[src/rtl/x_input_conditioner_pkg.sv]
// fsm_pkg: shared debounce state encoding and default timing constants
//   CLK_HZ  board clock frequency
//   DB_MS   debounce window in milliseconds
package fsm_pkg;
  typedef enum logic [1:0] {LO_STABLE, LO_CHECK, HI_STABLE, HI_CHECK} db_state_t;
  localparam int CLK_HZ = 50_000_000;
  localparam int DB_MS = 20;
endpackage

[src/rtl/x_input_conditioner_if.sv]
// x_input_conditioner_if: raw pin in, conditioned stream and step strobe out
//   x_raw    bouncing pin level
//   tick     one-cycle step strobe
//   x_level  debounced level
//   x_rise   one-cycle debounced rising-edge pulse
//   x_out    bit held for a whole step window
//   x_valid  one-cycle pulse after x_out updates
//   master = conditioner side, slave = pin driver / detector side
interface x_input_conditioner_if;
  logic x_raw;
  logic tick;
  logic x_level;
  logic x_rise;
  logic x_out;
  logic x_valid;
  modport master (input x_raw, output tick, x_level, x_rise, x_out, x_valid);
  modport slave (output x_raw, input tick, x_level, x_rise, x_out, x_valid);
endinterface

[src/rtl/step_tick_gen.sv]
// step_tick_gen: one-cycle strobe every TICK_DIV cycles
//   clk, rst  clock and async active-high reset
//   tick      registered strobe, high while the phase counter sits at TICK_DIV-1
module step_tick_gen #(
  parameter int TICK_DIV = 50_000_000
) (
  input  logic clk,
  input  logic rst,
  output logic tick
);
  localparam int CW = $clog2(TICK_DIV);
  logic [CW-1:0] cnt;
  // tick is loaded one count early so it coincides with cnt == TICK_DIV-1
  always_ff @(posedge clk or posedge rst) begin
    if (rst) begin
      cnt <= '0;
      tick <= 1'b0;
    end else begin
      cnt <= (cnt == CW'(TICK_DIV - 1)) ? '0 : cnt + 1'b1;
      tick <= cnt == CW'(TICK_DIV - 2);
    end
  end
endmodule

[src/rtl/x_input_conditioner.sv]
// x_input_conditioner: synchronise, debounce and window-sample the X pin for the detector
//   clk, rst  fast clock and async active-high reset
//   bus       master side of x_input_conditioner_if (x_raw in; tick, x_level,
//             x_rise, x_out, x_valid out)
module x_input_conditioner
  import fsm_pkg::*;
#(
  parameter int TICK_DIV  = CLK_HZ,
  parameter int DB_CYCLES = CLK_HZ / 1000 * DB_MS
) (
  input logic clk,
  input logic rst,
  x_input_conditioner_if.master bus
);
  localparam int DW = $clog2(DB_CYCLES);
  logic s1, xs, press_seen, level_n, rise_n;
  logic [DW-1:0] cnt, cnt_n;
  db_state_t state, state_n;
  step_tick_gen #(.TICK_DIV(TICK_DIV)) u_tick (.clk(clk), .rst(rst), .tick(bus.tick));
  // The accepting compare uses DB_CYCLES-2 so the edge that accepts the change is the
  // one where the counter reaches DB_CYCLES-1, i.e. after DB_CYCLES matching samples.
  always_comb begin
    state_n = state;
    cnt_n = cnt;
    level_n = bus.x_level;
    rise_n = 1'b0;
    case (state)
      LO_STABLE: if (xs) begin
        state_n = LO_CHECK;
        cnt_n = '0;
      end
      LO_CHECK: if (!xs) state_n = LO_STABLE;
      else begin
        cnt_n = cnt + 1'b1;
        if (cnt == DW'(DB_CYCLES - 2)) begin
          state_n = HI_STABLE;
          level_n = 1'b1;
          rise_n = 1'b1;
        end
      end
      HI_STABLE: if (!xs) begin
        state_n = HI_CHECK;
        cnt_n = '0;
      end
      HI_CHECK: if (xs) state_n = HI_STABLE;
      else begin
        cnt_n = cnt + 1'b1;
        if (cnt == DW'(DB_CYCLES - 2)) begin
          state_n = LO_STABLE;
          level_n = 1'b0;
        end
      end
      default: state_n = LO_STABLE;
    endcase
  end
  always_ff @(posedge clk or posedge rst) begin
    if (rst) begin
      {s1, xs} <= '0;
      state <= LO_STABLE;
      cnt <= '0;
      bus.x_level <= 1'b0;
      bus.x_rise <= 1'b0;
    end else begin
      {s1, xs} <= {bus.x_raw, s1};
      state <= state_n;
      cnt <= cnt_n;
      bus.x_level <= level_n;
      bus.x_rise <= rise_n;
    end
  end
  // A rise coinciding with tick is folded into the current window and not remembered.
  always_ff @(posedge clk or posedge rst) begin
    if (rst) begin
      press_seen <= 1'b0;
      bus.x_out <= 1'b0;
      bus.x_valid <= 1'b0;
    end else if (bus.tick) begin
      press_seen <= 1'b0;
      bus.x_out <= bus.x_level | press_seen | bus.x_rise;
      bus.x_valid <= 1'b1;
    end else begin
      press_seen <= press_seen | bus.x_rise;
      bus.x_valid <= 1'b0;
    end
  end
endmodule

[src/flat_wrapper.sv]
// flat-port wrapper written by rule: the top's interface ports become plain ports
module x_input_conditioner_flat import fsm_pkg::*;
#(
  parameter int TICK_DIV  = CLK_HZ,
  parameter int DB_CYCLES = CLK_HZ / 1000 * DB_MS
)
  (clk, rst, bus_x_raw, bus_tick, bus_x_level, bus_x_rise, bus_x_out, bus_x_valid);
  x_input_conditioner_if bus_i ();
  input logic clk;
  input logic rst;
  input wire logic [$bits(bus_i.x_raw)-1:0] bus_x_raw;
  output wire logic [$bits(bus_i.tick)-1:0] bus_tick;
  output wire logic [$bits(bus_i.x_level)-1:0] bus_x_level;
  output wire logic [$bits(bus_i.x_rise)-1:0] bus_x_rise;
  output wire logic [$bits(bus_i.x_out)-1:0] bus_x_out;
  output wire logic [$bits(bus_i.x_valid)-1:0] bus_x_valid;
  assign bus_i.x_raw = bus_x_raw;
  assign bus_tick = bus_i.tick;
  assign bus_x_level = bus_i.x_level;
  assign bus_x_rise = bus_i.x_rise;
  assign bus_x_out = bus_i.x_out;
  assign bus_x_valid = bus_i.x_valid;
  x_input_conditioner #(.TICK_DIV(TICK_DIV), .DB_CYCLES(DB_CYCLES)) u_core (.clk(clk), .rst(rst), .bus(bus_i));
endmodule
[config.mk]
export PLATFORM = sky130hd
export DESIGN_NAME = x_input_conditioner_flat
export DESIGN_NICKNAME = d
export VERILOG_FILES = /design/src/rtl/x_input_conditioner_pkg.sv /design/src/rtl/x_input_conditioner_if.sv /design/src/rtl/step_tick_gen.sv /design/src/rtl/x_input_conditioner.sv /design/src/flat_wrapper.sv
export SDC_FILE = /design/constraint.sdc
export NUM_CORES = 1
export LEC_CHECK = 0
export CAP_MARGIN = 10
export CORE_UTILIZATION = 26
export DETAILED_ROUTE_END_ITERATION = 8
export GPL_ROUTABILITY_DRIVEN = 1
export SYNTH_ARGS = -nofsm -noshare
export SYNTH_HDL_FRONTEND = slang
export SYNTH_SLANG_ARGS = --single-unit
[constraint.sdc]
create_clock -name clk -period 2.1 [get_ports clk]
set_input_delay 0.21 -clock clk [delete_from_list [all_inputs] [get_ports clk]]
set_output_delay 0.21 -clock clk [all_outputs]
set_load 0.005 [all_outputs]
==> impl_metrics.toml <==
[cts]
cts_num_sinks = 56
cts_tree = "built"
hold_buffers = 0
clk_pin_slew_ns = 0.10
cts-root-buf = "clkbuf_8"
clock_latency_ns = 0.31
clockBufferDepth = 2
postCtsResizedCells = 0
cts_buffers = 5
htreeDepth = 2
post-cts-setup-buffers = 0

[finish]
diodes = 0
syn_to_final_growth_pct = 15.7
final_util_pct = 31.5
final_common_cell = "dfrtp_1"
drive_gt1_share_pct = 9.46
layout_common_cells = "dfrtp_1 (56), nand3_1 (21), nor2_1 (21), a21oi_1 (21)"
final_net_count = 302

[logic_synthesis]
ys.flop_type = "dfrtp_1"
synth-seq-cells = 56
yosys.area_share.simple_pct = 24.7
yosysUniqueCellTypes = 34
yosysSeqAreaShare_pct = 51.7
synth_area_um2 = 2710
synth-edff-count = 0
syn_avg_cell_area_um2 = 9.85
synth_fa_ha_area_share_pct = 1.85
synth-compound-area-share_pct = 10.7
yosysTopAreaCell = "dfrtp_1"
syn_inst = 275
synthXorXnorAreaFrac_pct = 6.79
async_flop_share_pct = 100
syn_nets = 282
synth_top_family_by_area = "simple AND/OR/NAND/NOR gates"
synth_mux_area_share_pct = 1.52
yosys_warnings = 0
synth_area_leaders = "dfrtp_1 (52%), a21oi_1 (3.9%), nand3_1 (3.9%)"
synth_top_area_share_pct = 51.7

[setup_path]
critPathMaxFanout = 5
cp-start-kind = "flip-flop"
cpPeakStageDelay_ns = 0.57
crit_top_cell = "or4_1"
cp_cell_sequence = "xnor2_1 > or4_1 > or4_1 > a21oi_1"
cp_slowest_cell = "or4_1"
cp.arrival_ns = 2.19
worst_path_dominant_cell_family = "simple AND/OR/NAND/NOR gates"
worst-path-buf-inv = 0
end_kind = "flip-flop"
worst-setup-path-type = "reg2reg"
critical_path_required_ns = 2.33

[floorplan]
coreArea_um2 = 9950
die-area_um2 = 10800
start_util_pct = 27.2
die_x_um = 104
num_io_pins = 8
row_count = 36
die_h_um = 104

[sta]
setup_viol_count_final = 0
post-route-min-period_ns = 1.95
hold_viol_final = 0
rsz0062_at_grt = "false"
fin_worst_skew_ns = 0.00919
slew-limit-headroom_pct = 41.7
period_share_pct = 93.0
tns_ns = 0
drv_slew = 0
tightest_slew_ns = 0.871
fmax_mhz = 512

[placed_design]
port_buffers = 7
hpwl_um = 4000
gp_congestion = 0.787

[global_routing]
grt_pass1_vias = 2119
grt_overflow = 0
grt_max_degree = 42
grt_usage_pct = 11.2
antenna_found_initial = 0
grt_pass1_wl_um = 9910

[route]
vias_per_cell = 4.93
drc = 0
ant_nets = 0
firstDrtPassIters = 4
routed_wl_um = 5550
wire_per_inst_um = 12.9
drt_iter0_drc = 104
dr_total_vias = 2113

[power_and_ir_drop]
leakage_uw = 0.00129
fin_total_pwr_uw = 1820
irDropWorstVdd_uv = 301
power_density_nw_per_um2 = 579

[outcome]
status = "finished, final reports clean"

[run]
drv_cap = 0

[worst_hold_path]
holdCritPathClass = "in2async"
[state kept, by name, indices dropped and copies added, names as in the netlist, named ones only]
name                flops
u_core.bus.x_out        1
u_core.xs               1
u_core.u_tick.tick      1
u_core.bus.x_valid      1
u_core.u_tick.cnt      26
u_core.press_seen       1
u_core.bus.x_level      1
u_core.bus.x_rise       1
u_core.state            1
u_core.cnt             20
u_core.s1               1
[power breakdown]
part	switching, µW	leakage (µW)	internal, µW	total [µW]
combinational	49.4	0.000479	30.1	79.5
sequential	17.1	0.000759	1090	1110
clock	357	0.0000516	271	627
total	423	0.00129	1390	1820
[through the flow]
stage | hold WS (ns) | setup slack [ns] | std cells | cell area (µm²)
after floorplan | 0.241 | 0.177 | 275 | 2710
after global placement | 0.333 | 0.138 | 421 | 3030
after detailed placement | 0.336 | 0.106 | 421 | 3030
after CTS | 0.234 | 0.0822 | 429 | 3130
after global routing | 0.260 | 0.0383 | 429 | 3130
final | 0.198 | 0.146 | 429 | 3130
[per-layer routing]
layer,global-route usage [%],up-vias,share of wire [%]
li1,-,1038,-
met4,3.98,0,1.9
met1,14.8,1036,49
met2,18.0,28,46
met5,0,-,0
met3,2.32,11,2.7
[final cells by class]
| class | count | area (µm²) |
|---|---|---|
| repair buffers | 21 | 188 |
| flip-flops and latches | 56 | 1400 |
| clock inverters | 2 | 13.8 |
| clock buffers | 6 | 82.6 |
| inverters | 11 | 41.3 |
| fillers | 1022 | 6820 |
| multi-input cells | 200 | 1240 |
| well taps | 133 | 166 |
[worst paths after layout]
path | to | slack (ns) | cells after the start
max | u_core.cnt[19] | 0.15 | 4
min reg2reg | u_core.xs | 0.36 | 0
min | u_core.u_tick.cnt[17] | 0.20 | 2
min in group clk | u_core.s1 | 0.33 | 1
max reg2reg | u_core.cnt[19] | 0.15 | 4
max in group asynchronous | u_core.u_tick.cnt[5] | 1.37 | 3
[cell usage after synthesis, types with 8 or more instances]
| cell type | count |
|---|---|
| inv_1 | 11 |
| dfrtp_1 | 56 |
| nand3_1 | 21 |
| or4_1 | 8 |
| nand4_1 | 9 |
| xnor2_1 | 12 |
| a21oi_1 | 21 |
| nand2_1 | 19 |
| nor2_1 | 21 |
| or3_1 | 11 |
| o21ai_0 | 19 |
| xor2_1 | 9 |
[kinds of logic (layout without fill, tap and decap cells)]
group / count (synthesis) / count (layout)
muxes: 4 / 4
buffers and inverters: 19 / 40
and+or+nand+nor: 119 / 119
xor gates and xnor gates: 21 / 21
AOI/OAI and AO/OA: 52 / 52
DFF: 56 / 56
adders and majority gates: 4 / 4
Note: power is estimated with default switching activity, not from simulation.
